[config.mk]
export PLATFORM = sky130hd
export DESIGN_NAME = tile_draw_ctrl
export DESIGN_NICKNAME = d
export VERILOG_FILES = /design/src/rtl/tile_draw_ctrl.sv
export SDC_FILE = /design/constraint.sdc
export NUM_CORES = 1
export LEC_CHECK = 0
export ABC_AREA = 1
export ABC_CLOCK_PERIOD_IN_PS = 1800
export CAP_MARGIN = 40
export CORE_MARGIN = 2
export CORE_UTILIZATION = 43
export DETAILED_ROUTE_END_ITERATION = 8
export GPL_TIMING_DRIVEN = 0
export PLACE_DENSITY = 0.88
export SYNTH_ARGS = -nofsm -noshare
export SYNTH_HDL_FRONTEND = slang
export SYNTH_SLANG_ARGS = --single-unit
[constraint.sdc]
create_clock -name clk -period 1.8 [get_ports clk]
set_clock_uncertainty 0.15 [all_clocks]
set_input_delay 0.36 -clock clk [delete_from_list [all_inputs] [get_ports clk]]
set_output_delay 0.36 -clock clk [all_outputs]
set_load 0.005 [all_outputs]
[src/rtl/tile_draw_ctrl.sv]
// Streams one 16x16 sprite tile as screen-addressed pixels over a valid/ready port.
// Optional macro TILE_TRANSPARENT_EN: black ROM pixels are skipped instead of written.
module tile_draw_ctrl #(
    parameter int TILE_COLS = 40,
    parameter int TILE_ROWS = 30
) (
    input  logic       clk,
    input  logic       reset,
    input  logic       start,
    input  logic [5:0] tile_col,
    input  logic [4:0] tile_row,
    output logic       busy,
    output logic       done,
    output logic [3:0] rom_x,
    output logic [3:0] rom_y,
    input  logic [7:0] rom_r,
    input  logic [7:0] rom_g,
    input  logic [7:0] rom_b,
    output logic       pix_valid,
    input  logic       pix_ready,
    output logic [9:0] pix_x,
    output logic [8:0] pix_y,
    output logic [7:0] pix_r,
    output logic [7:0] pix_g,
    output logic [7:0] pix_b
);

    localparam logic [6:0] LP_COLS = 7'(TILE_COLS);
    localparam logic [6:0] LP_ROWS = 7'(TILE_ROWS);

    typedef enum logic [1:0] {S_IDLE, S_DRAW, S_DRAIN, S_DONE} state_t;

    state_t      r_state;
    state_t      w_next;
    logic [5:0]  r_col;
    logic [4:0]  r_row;
    logic [3:0]  r_x;
    logic [3:0]  r_y;
    logic        r_vld_p1;
    logic [9:0]  r_pix_x_p1;
    logic [8:0]  r_pix_y_p1;
    logic [7:0]  r_pix_r_p1;
    logic [7:0]  r_pix_g_p1;
    logic [7:0]  r_pix_b_p1;
    logic        w_load;
    logic        w_oob;
    logic        w_last;
    logic        w_opaque;

`ifdef TILE_TRANSPARENT_EN
    function automatic logic is_opaque(input logic [7:0] r, input logic [7:0] g,
                                       input logic [7:0] b);
        return (r | g | b) != 8'd0;
    endfunction

    assign w_opaque = is_opaque(rom_r, rom_g, rom_b);
`else
    assign w_opaque = 1'b1;
`endif

    // The output register may take a new pixel when it is empty or being drained this edge.
    assign w_load = !r_vld_p1 || pix_ready;
    assign w_oob  = ({1'b0, r_col} >= LP_COLS) || ({2'b00, r_row} >= LP_ROWS);
    assign w_last = (r_x == 4'hF) && (r_y == 4'hF);

    assign rom_x     = r_x;
    assign rom_y     = r_y;
    assign pix_valid = r_vld_p1;
    assign pix_x     = r_pix_x_p1;
    assign pix_y     = r_pix_y_p1;
    assign pix_r     = r_pix_r_p1;
    assign pix_g     = r_pix_g_p1;
    assign pix_b     = r_pix_b_p1;

    always_ff @(posedge clk) begin
        if (reset) begin
            r_state <= S_IDLE;
        end else begin
            r_state <= w_next;
        end
    end

    always_comb begin
        w_next = r_state;
        case (r_state)
            S_IDLE:  if (start) w_next = S_DRAW;
            S_DRAW: begin
                if (w_oob) begin
                    w_next = S_DONE;
                end else if (w_load && w_last) begin
                    w_next = S_DRAIN;
                end
            end
            S_DRAIN: if (w_load) w_next = S_DONE;
            S_DONE:  w_next = S_IDLE;
            default: w_next = S_IDLE;
        endcase
    end

    always_comb begin
        busy = 1'b0;
        done = 1'b0;
        case (r_state)
            S_DRAW:  busy = 1'b1;
            S_DRAIN: busy = 1'b1;
            S_DONE:  done = 1'b1;
            default: ;
        endcase
    end

    // ---- stage p1: ROM colour captured with its address, screen coords by concatenation
    always_ff @(posedge clk) begin
        if (reset) begin
            r_col      <= '0;
            r_row      <= '0;
            r_x        <= '0;
            r_y        <= '0;
            r_vld_p1   <= 1'b0;
            r_pix_x_p1 <= '0;
            r_pix_y_p1 <= '0;
            r_pix_r_p1 <= '0;
            r_pix_g_p1 <= '0;
            r_pix_b_p1 <= '0;
        end else begin
            case (r_state)
                S_IDLE: begin
                    if (start) begin
                        r_col <= tile_col;
                        r_row <= tile_row;
                        r_x   <= '0;
                        r_y   <= '0;
                    end
                end
                S_DRAW: begin
                    if (!w_oob && w_load) begin
                        r_vld_p1 <= w_opaque;
                        if (w_opaque) begin
                            r_pix_x_p1 <= {r_col, r_x};
                            r_pix_y_p1 <= {r_row, r_y};
                            r_pix_r_p1 <= rom_r;
                            r_pix_g_p1 <= rom_g;
                            r_pix_b_p1 <= rom_b;
                        end
                        r_x <= r_x + 4'd1;
                        if (r_x == 4'hF) begin
                            r_y <= r_y + 4'd1;
                        end
                    end
                end
                S_DRAIN: begin
                    if (pix_ready) begin
                        r_vld_p1 <= 1'b0;
                    end
                end
                default: ;
            endcase
        end
    end

endmodule

; Yosys cells after proc, flatten, opt, wreduce, memory -nomap -nowiden
; Cells that the tools add are included.
[word_totals]
reg_bits = 65
latch_bits = 0
ram_bits = 0
mem_bits_ro = 0
inputBits = 39
output_inout_bits = 54
wordCells = 59
memories = 0
[op_classes]
add_sub_neg = 2
n_mul = 0
n_div = 0
magnitude_cmp = 2
n_eq_ne = 11
shifts = 0
mux = 16
bitwise_logic = 0
reduce_logical = 17
[ops]
columns = operator, count
row1 = $mux W4, 4
row2 = $pmux W4 S2, 2
row3 = $ne A2 B2 Y1 const B, 5
row4 = $reduce_and A3 Y1, 3
row5 = $add A4 B1 Y4 const B, 2
row6 = $eq A4 B4 Y1 const B, 2
row7 = $mux W2, 4
row8 = $pmux W2 S4, 1
row9 = $ge A6 B6 Y1 const B, 1
row10 = $ge A5 B5 Y1 const B, 1
row11 = $eq A2 B2 Y1 const B, 2
row12 = $mux W1, 4
row13 = $reduce_and A2 Y1, 2
row14 = $reduce_and A4 Y1, 1
row15 = $reduce_bool A2 Y1, 2
row16 = $logic_and A1 B1 Y1, 3
row17 = $ne A3 B3 Y1 const B, 1
row18 = $eq A2 B1 Y1 const B, 1
row19 = $logic_not A1 Y1, 2
row20 = $logic_not A2 Y1, 1
row21 = $logic_or A1 B1 Y1, 2
row22 = $pmux W1 S2, 1
row23 = $reduce_or A2 Y1, 1

; Depth between registers and ports, before layout
; Gate-level depths: netlist of run 1.
[depth]
depth_word = 6
mapped_depth = 10
depth_no_buf = 10

; Worst setup path before layout of run 1
; Ideal clock, no wire load.
[synth_timing]
kind = reg-to-reg
from = register r_state[1]
to = register r_x[0], in the netlist rom_x[0]
setup_ns = 0.116
arrival_ns = 1.298
required_time_ns = 1.534
setup_slack_ns = 0.236
stages_incl_launch_ff = 10
n_path_buf = 1
period_less_slack_ns = 1.564
cell_sequence = dfxtp_1 -> inv_1 -> ha_1 -> buf_4 -> inv_1 -> o21ai_4 -> nand2_1 -> inv_1 -> nor2_1 -> nor2_1
[synth_via]
elab_chain_cells = 3
word_cells_on_any_way = 7
cone_classes = 3 x eq/ne / 1 x mux / 3 x reduce/logical
[synth_rtl]
columns = element, line
row1 = from (decl), 33  ; state_t r_state;
row2 = from (signal assigned), 79  ; r_state <= w_next;
row3 = $eq A2 B1 Y1 or $logic_not A2 Y1 (tied branches), 125  ; case (r_state)
row4 = $ne A2 B2 Y1 (no line) or $reduce_bool A2 Y1 (tied branches), -
row5 = $reduce_and A3 Y1 (no line), -
row6 = to (signal assigned), 144  ; r_x <= r_x + 4'd1;
row7 = to (decl), 37  ; logic [3:0] r_x;
; Several ways; a longest one is shown, not always the timed one.
; A chain may end at the register's enable or synchronous reset.

; Final worst setup path of run 1
[layout_timing]
from = register r_state[0]
to = register r_x[1], in the netlist rom_x[1]
; The elaborated chain is that of the path after synthesis.

==> impl_metrics.tcl, run 1 <==
set metrics [dict create \
    max-slew-margin-rel 0.700 \
    utilization 0.705 \
    fmax_mhz 548 \
    cts_buffer_depth 2 \
    status "finished with violations" \
    whs_path_depth 2 \
    clock_latency_ns 0.36 \
    synth_most_common_cell "nor2_1" \
    antenna_found_initial 0 \
    synth-edff-count 0 \
    grt_setup_unrepaired "yes" \
    ant_nets 0 \
    dpl.hpwl_um 5040 \
    ys_seq_area_frac 0.493 \
    die_y_um 82.3 \
    hold_viol 0 \
    startpoint "r_state[0]" \
    hold_ws_ns 0.335 \
    failed_checks "setup timing" \
    synth_area_um2 2640 \
    finalNetCount 513 \
    hold_path_end "r_col[0]" \
    p_per_area_nw_per_um2 1640 \
    drtIter0Drc 220 \
    numCtsBuffers 9 \
    period_minus_slack_ns 1.82 \
    netlist_top_cells_count "112 x nor2_1, 65 x dfxtp_1, 53 x o21ai_0" \
    timing.rr.end "rom_x[1]" \
    path_clk_slew_ns 0.08 \
    drc 0 \
    hold_start "r_col[0]" \
    r2r-start "r_state[0]" \
    grt_start_max_net_pins 13 \
    clock_sinks 65 \
    diodes 0 \
    crit_required_ns 1.89 \
    critPathSlowestCell "dfxtp_2" \
    grt_overflow 0 \
    row_count 28 \
    synth.distinct_cells 25 \
    grt_pass1_vias 2422 \
    drv_slew 0 \
    regArea_um2 1320 \
    root_buffer "clkbuf_8" \
    finalPower_mw 6.83 \
    avgViaCountPerCell 5.12 \
    crit_path_start_kind "flip-flop" \
    wl_um 7750 \
    dp_cells 516 \
    reg2reg_slack_ns -0.02 \
    synth_cells 349 \
    worst_pin_slew_ns 0.449 \
    dr_total_vias 2799 \
    worst_slack_ns -0.0247 \
    die_w_um 82.3 \
    reg2reg_depth 10 \
    grt_usage 0.217 \
    arrival_ns 1.91 \
    io_buffers 92 \
    fillers 469 \
    syn_area_per_cell_um2 7.56 \
    place_congestion 0.823 \
    layout-drive-gt1-share 0.146 \
    maxCapViolCount 0 \
    htreeDepth 3 \
    pre_cts_slack_ns -0.247 \
    cp_top_family "buffers and inverters" \
    tritoncts "done" \
    grt_pass1_wl_um 11000 \
    firstDrtPassIters 5 \
    synthFlopType "dfxtp_1" \
    start_util 0.445 \
    cp_max_fo 7 \
    dieArea_um2 6780 \
    core_area_um2 5920 \
    synth-warning-count 0 \
    p_leak_nw 1.77 \
    boundaryPins 93 \
    async_flop_share 0 \
    cp_num_buf_inv 4 \
    yosysTopAreaCell "dfxtp_1" \
    slowest_delay_ns 0.34 \
    final_cells 547 \
    yosys.area.top_type_share 0.493 \
    peakVddDrop_uv 831 \
    syn_nets 394 \
    crit_chain "buf_6 > ha_4 > buf_6 > clkinvlp_4 > o21ai_4 > nand2_2 > inv_2 > nand2_1 > nand2_1 > nor2_1" \
    wl_per_cell_um 14.2 \
    synth_area_leaders "dfxtp_1 49%, nor2_1 16%, o21ai_0 10%" \
    syn2layout_area_growth_pct 58.3 \
    worst-setup-path-type "reg -> reg" \
    hp-class "reg -> reg" \
    synth-seq-cells 65 \
    setup_violations 4 \
    fin_crit_sh 1.01 \
    end_kind "flip-flop" \
    multiInputGateArea_um2 1200 \
]
-- placed cells by master, fill, tap and decap left out, drive strengths merged --
cell / count
clkinv: 3
clkinvlp: 3
clkbuf: 19
nand2: 33
nor3b: 1
ha: 6
o21ai: 60
a21oi: 13
o211a: 1
buf: 22
nand4: 4
inv: 21
nor2: 113
dlygate4sd2: 2
dfxtp: 65
bufinv: 2
nand3: 12
or2: 1
clkdlybuf4s50: 90
xor2: 1
-- what timing repair did --
action                                  in CTS  in global routing
buffers inserted                             2                 12
pin swaps                                    1                  9
cloned                                       0                  3
hold buffers                                 0                  0
endpoints found under the setup margin      14                 56
resized for setup                            9                 35
-- where the power goes --
group	internal (mW)	leakage, nW	switching [mW]
Sequential	1.94	0.538	0.302
Combinational	1.73	1.13	1.49
Clock	0.778	0.102	0.590
-- tightest hold or removal path, stage by stage (launching register included) --
cell and delay, ns:
dfxtp_1 0.33, nor2_1 0.05, nor2_1 0.08
-- layout make-up --
class,instances,share of cell area
clock buffers,9,0.0297
inverters,23,0.0228
multi-input cells,245,0.287
well taps,75,0.0225
flip-flops and latches,65,0.316
clock inverters,6,0.0222
plain buffers,16,0.0336
repair buffers,108,0.266
-- worst max path at each step --
stage / end / depth (start not counted)
CTS: rom_x[3] / 9
detailed placement: pix_b[4] / 9
finish: rom_x[1] / 10
floorplan: rom_x[0] / 9
global route: pix_x[9] / 9
global placement: pix_g[6] / 9
-- sequential cells by signal, indices dropped and copies added, names as in the netlist --
name,flops
pix_b,8
rom_x,4
r_state,2
rom_y,4
pix_r,8
pix_y,9
pix_valid,1
r_row,5
r_col,6
pix_x,10
pix_g,8
-- per-layer routing --
layer | track usage | share of wire | up-vias | wire length, um
met2 | 0.358 | 0.49 | 125 | 3790
met3 | 0.0739 | 0.086 | 18 | 668
met4 | 0.105 | 0.024 | 0 | 188
met5 | 0 | 0 | - | 0
li1 | - | - | 1361 | -
met1 | 0.252 | 0.40 | 1295 | 3100
-- stage by stage --
stage,area (um^2),TNS [ns]
floorplan,2640,0
global placement,3650,-10.70
detailed placement,3650,-10.98
CTS,3900,-0.00515
global route,4180,-1.74
finish,4180,-0.0612
-- cell families (layout without fill, tap and decap cells) --
family | after synthesis | in the layout | synth area share
XOR/XNOR | 1 | 1 | 0.00332
AND/OR/NAND/NOR | 164 | 164 | 0.250
flip-flops | 65 | 65 | 0.493
buffers and inverters | 39 | 162 | 0.0754
adder cells (fa/ha/maj) | 6 | 6 | 0.0285
AO/OA/AOI/OAI | 74 | 74 | 0.149
Note: power is estimated with default switching activity, not from simulation.
==> run 2: changes to the inputs <==
--- a/config.mk
+++ b/config.mk
@@ -13,6 +13,7 @@
 export DETAILED_ROUTE_END_ITERATION = 8
 export GPL_TIMING_DRIVEN = 0
 export PLACE_DENSITY = 0.88
+export SETUP_SLACK_MARGIN = 0.15
 export SYNTH_ARGS = -nofsm -noshare
 export SYNTH_HDL_FRONTEND = slang
 export SYNTH_SLANG_ARGS = --single-unit
==> run 2 against run 1 <==
  * Largest cell class is now buffers
  * Critical path type unchanged
  * Final cell count up 3.3%
  * The flow still finishes with violations (setup timing)
  * Global-route usage up 3.2 points
  * Setup slack worse by 0.15 ns
  * Critical endpoint is now rom_x[3]
==> impl_metrics.tcl, run 2 (synthesis gave the netlist of run 1 again) <==
set metrics [dict create \
    mostFrequentLayoutCells "79 x nor2_1, 52 x dlygate4sd2_1, 44 x o21ai_0" \
    avgViaCountPerCell 5.38 \
    layout-drive-gt1-share 0.322 \
    antenna_found_initial 0 \
    finalNetCount 531 \
    htreeDepth 3 \
    fmax_mhz 507 \
    io_buffers 92 \
    worst-setup-path-type "reg -> reg" \
    grt_overflow 0 \
    fin_crit_sh 1.10 \
    dpl-instance-area_um2 3650 \
    failed_checks "setup timing" \
    dr_total_vias 3039 \
    end_kind "flip-flop" \
    crit_path_start_kind "flip-flop" \
    crit_required_ns 1.93 \
    arrival_ns 2.10 \
    hp-class "reg -> reg" \
    drtIter0Drc 284 \
    p_leak_nw 2.12 \
    dpl.hpwl_um 5040 \
    max-slew-margin-rel 0.704 \
    tritoncts "done" \
    clock_sinks 65 \
    largest_register_ffs 10 \
    grt_pass1_vias 2688 \
    grt_usage 0.250 \
    wl_per_cell_um 17.4 \
    period_minus_slack_ns 1.97 \
    cts_buffer_depth 2 \
    final_area_um2 4530 \
    setup_violations 9 \
    drc 0 \
    dieArea_um2 6780 \
    place_congestion 0.823 \
    drv_slew 0 \
    worst_slack_ns -0.171 \
    diodes 0 \
    maxCapViolCount 0 \
    grt_start_max_net_pins 13 \
    boundaryPins 93 \
    die_w_um 82.3 \
    numCtsBuffers 9 \
    cp_max_fo 6 \
    path_clk_slew_ns 0.08 \
    start_util 0.445 \
    root_buffer "clkbuf_8" \
    ant_nets 0 \
    core_area_um2 5920 \
    final_common_cell "nor2_1" \
    cts_hold_buf 0 \
    hold_ws_ns 0.337 \
    hold_viol 0 \
    syn2layout_area_growth_pct 71.7 \
    row_count 28 \
    clock_latency_ns 0.37 \
    firstDrtPassIters 5 \
    grt_pass1_wl_um 12600 \
    die_y_um 82.3 \
    status "finished with violations" \
    wl_um 9820 \
    peakVddDrop_uv 975 \
    p_per_area_nw_per_um2 1620 \
    grt_setup_unrepaired "yes" \
    worst_pin_slew_ns 0.443 \
]
==> run 2: cell type report <==
type / count / area, um^2
fillers: 419 / 1390
multi-input cells: 245 / 1370
flip-flops and latches: 65 / 1340
repair buffers: 124 / 1210
plain buffers: 16 / 176
clock buffers: 9 / 124
inverters: 23 / 101
well taps: 75 / 93.8
clock inverters: 6 / 92.6
repair inverters: 2 / 15.0
==> run 2: timing repair <==
| item | CTS | global route |
|---|---|---|
| cloned | 1 | 6 |
| pin swaps | 7 | 26 |
| resized for setup | 118 | 85 |
| setup endpoints to repair | 115 | 66 |
| buffers inserted | 19 | 8 |
==> run 2: power by group <==
part	switching, mW	total, mW	internal [mW]	leakage [nW]
combinational	1.85	3.67	1.82	1.48
sequential	0.303	2.26	1.96	0.544
clock	0.626	1.40	0.778	0.102
total	2.78	7.34	4.56	2.12
==> run 2: layer usage <==
| metal | track usage | up-vias | part of all wire |
|---|---|---|---|
| li1 | - | 1398 | - |
| met1 | 0.269 | 1381 | 0.37 |
| met2 | 0.424 | 202 | 0.49 |
| met3 | 0.0967 | 58 | 0.086 |
| met4 | 0.125 | 0 | 0.049 |
| met5 | 0 | - | 0 |
==> run 2: path summary, 6_finish.rpt <==
check / start / end / slack, ns / cells after the start
setup / recovery: r_state[0] / rom_x[3] / -0.17 / 9
hold / removal: r_col[0] / r_col[0] / 0.34 / 2
setup reg to reg: r_state[0] / rom_x[3] / -0.17 / 9
hold reg to reg: r_col[0] / r_col[0] / 0.34 / 2
==> run 2: metrics by stage <==
step	power, mW	setup TNS, ns	worst slack [ns]	cells	utilization
floorplan	3.53	0	0.236	349	-
global placement	4.70	-10.70	-0.238	516	0.617
detailed placement	4.79	-10.98	-0.247	516	0.617
CTS	6.41	0	0.0409	551	0.694
global route	7.70	-0.807	-0.188	565	0.765
finish	7.34	-0.438	-0.171	565	0.765
==> run 2: critical path, cell delays in order (launching register included) <==
cell and delay, ns:
dfxtp_2 0.37, buf_6 0.12, ha_4 0.12, buf_6 0.13
clkinvlp_4 0.15, o21ai_4 0.28, nand2_2 0.14, inv_2 0.11
nand2_2 0.08, a21oi_2 0.23
==> run 3: changes to the inputs <==
--- a/config.mk
+++ b/config.mk
@@ -6,13 +6,13 @@
 export NUM_CORES = 1
 export LEC_CHECK = 0
 export ABC_AREA = 1
-export ABC_CLOCK_PERIOD_IN_PS = 1800
+export ABC_CLOCK_PERIOD_IN_PS = 1850
 export CAP_MARGIN = 40
 export CORE_MARGIN = 2
 export CORE_UTILIZATION = 43
 export DETAILED_ROUTE_END_ITERATION = 8
 export GPL_TIMING_DRIVEN = 0
-export PLACE_DENSITY = 0.88
+export PLACE_DENSITY = 0.89
 export SETUP_SLACK_MARGIN = 0.15
 export SYNTH_ARGS = -nofsm -noshare
 export SYNTH_HDL_FRONTEND = slang
==> constraint.sdc (replaced) <==
create_clock -name clk -period 1.85 [get_ports clk]
set_clock_uncertainty 0.15 [all_clocks]
set_input_delay 0.37 -clock clk [delete_from_list [all_inputs] [get_ports clk]]
set_output_delay 0.37 -clock clk [all_outputs]
set_load 0.005 [all_outputs]
==> run 3 against run 2 <==
  * The flow now finishes without violations
  * Via count is 3.3% lower
  * Sequential power is 4% lower
  * Die area stayed put
  * Final cell count stayed put
  * Register-to-register slack better by 0.25 ns
  * Non-clock buffer count stayed put
  * Setup slack better by 0.25 ns
  * Worst hold slack worse by 0.0014 ns
  * Clock-buffer cell count is 2 higher
  * Largest power group unchanged
==> impl_metrics.tcl, run 3 (synthesis gave the netlist of run 1 again) <==
set metrics [dict create \
    status "complete, no violations" \
    fmax_mhz 565 \
    regArea_um2 1330 \
    crit_path_start_kind "flip-flop" \
    clkPwrFrac 0.162 \
    peakVddDrop_uv 893 \
    ant_nets 0 \
    multiInputGateArea_um2 1310 \
    die_y_um 82.3 \
    critPathSlowestCell "dfxtp_2" \
    reg2reg_depth 10 \
    worst-setup-path-type "reg -> reg" \
    grt_pass1_wl_um 12000 \
    core_area_um2 5920 \
    grt_usage 0.236 \
    crit_chain "buf_6 > ha_4 > buf_6 > clkinvlp_4 > o21ai_4 > nand2_2 > inv_2 > nand2_2 > nand2_2 > nor2_1" \
    p_sw_frac 0.378 \
    pwr-share-comb 0.520 \
    io_buffers 92 \
    dp_cells 516 \
    largest_register_ffs 10 \
    finalPower_mw 6.86 \
    fillers 412 \
    r2r-start "r_state[0]" \
    firstDrtPassIters 5 \
    cp_max_fo 6 \
    hold_viol 0 \
    drtIter0Drc 225 \
    avgViaCountPerCell 5.20 \
    p_leak_nw 2.34 \
    layout-drive-gt1-share 0.276 \
    dpl.hpwl_um 5130 \
    dieArea_um2 6780 \
    power.switching_mw 2.60 \
    grt_setup_unrepaired "yes" \
    mostFrequentLayoutCells "97 x nor2_1, 49 x dfxtp_1, 38 x clkdlybuf4s50_1" \
    setup_violations 0 \
    p_per_area_nw_per_um2 1530 \
    maxCapViolCount 0 \
    row_count 28 \
    end_kind "flip-flop" \
    grt_start_max_net_pins 12 \
    timing.rr.end "rom_x[1]" \
    worst_pin_slew_ns 0.348 \
    period_minus_slack_ns 1.77 \
    start_util 0.445 \
    pwr-share-seq 0.318 \
    whs_path_depth 2 \
    finalNetCount 530 \
    antenna_found_initial 0 \
    cts_hold_buf 0 \
    htreeDepth 3 \
    cts_buffer_depth 2 \
    arrival_ns 1.85 \
    drc 0 \
    slowest_delay_ns 0.34 \
    wl_per_cell_um 16.4 \
    hold_path_end "r_col[0]" \
    max-slew-margin-rel 0.767 \
    clock_latency_ns 0.34 \
    dr_total_vias 2939 \
    final_cells 565 \
    grt_overflow 0 \
    tritoncts "done" \
    syn2layout_area_growth_pct 69.6 \
    boundaryPins 93 \
    reg2reg_slack_ns 0.08 \
    grt_pass1_vias 2619 \
    hold_start "r_col[0]" \
    crit_required_ns 1.93 \
    crit_top_cell "nand2_2" \
    diodes 0 \
    place_congestion 0.830 \
    internal_power_mw 4.26 \
    clock_sinks 65 \
    final_common_cell "nor2_1" \
    wl_um 9240 \
    drv_slew 0 \
    hp-class "reg -> reg" \
    fin_crit_sh 0.957 \
    path_clk_slew_ns 0.07 \
    numCtsBuffers 9 \
    die_w_um 82.3 \
    root_buffer "clkbuf_8" \
]
## run 3: cell count changes in the layout (fill, tap and decap cells not counted), sizes merged
cell,change
dlygate4sd2,-19
dlymetal6s2s,+19
clkbuf,+5
buf,-3
bufinv,-2
clkinv,+2
clkinvlp,-2
## run 3: through the flow
stage,utilization,setup WS [ns],hold WS (ns),area [um^2],setup TNS [ns]
2_1_floorplan,-,0.286,0.289,2640,0
3_3_place_gp,0.617,-0.190,0.314,3650,-7.98
4_1_cts,0.684,0.112,0.340,4050,0
3_5_place_dp,0.617,-0.216,0.323,3650,-8.29
6_report,0.756,0.0794,0.336,4470,0
5_1_grt,0.756,0.0274,0.365,4470,0
## run 3: area by class of cell
cell class | instances | share of cell area
sequential | 65 | 0.298
multi-input combinational | 245 | 0.293
timing repair buffer | 124 | 0.287
buffer | 16 | 0.0352
clock buffer | 11 | 0.0338
inverter | 23 | 0.0232
tap | 75 | 0.0210
clock inverter | 5 | 0.00671
timing repair inverter | 1 | 0.00196
## run 3: critical path: cells and delay by family, from the launching register on
family,cells,cell delay [ns]
DFF,1,0.34
AOI/OAI and AO/OA,1,0.26
buffers and inverters,4,0.51
and+or+nand+nor,4,0.29
adders and majority gates,1,0.12
## run 3: worst max-delay path by stage
stage | start | slack, ns | end
global placement | pix_ready | -0.19 | pix_r[1]
CTS | r_state[0] | 0.11 | busy
global route | r_state[0] | 0.03 | rom_x[1]
detailed placement | pix_ready | -0.22 | pix_r[0]
floorplan | r_state[1] | 0.29 | rom_x[0]
finish | r_state[0] | 0.08 | rom_x[1]
## run 3: power groups by stage
stage               Clock (mW)  Sequential (mW)  Combinational [mW]
detailed placement           0             2.19                2.48
CTS                       1.11             2.13                2.77
floorplan                    0             2.18                1.25
global route              1.17             2.22                3.85
global placement             0             2.17                2.40
finish                    1.11             2.18                3.57
## run 3: routing by layer
layer	track usage	up-vias	wire length, um
met2	0.427	153	4800
met3	0.0848	23	710
met1	0.249	1367	3550
met4	0.0883	0	188
met5	0	-	0
li1	-	1396	-
## run 3: what timing repair did
item | CTS | global route
setup buffers | 19 | 6
setup endpoints to repair | 98 | 82
cloned | 2 | 6
pin swaps | 3 | 11
gates resized for setup | 80 | 105
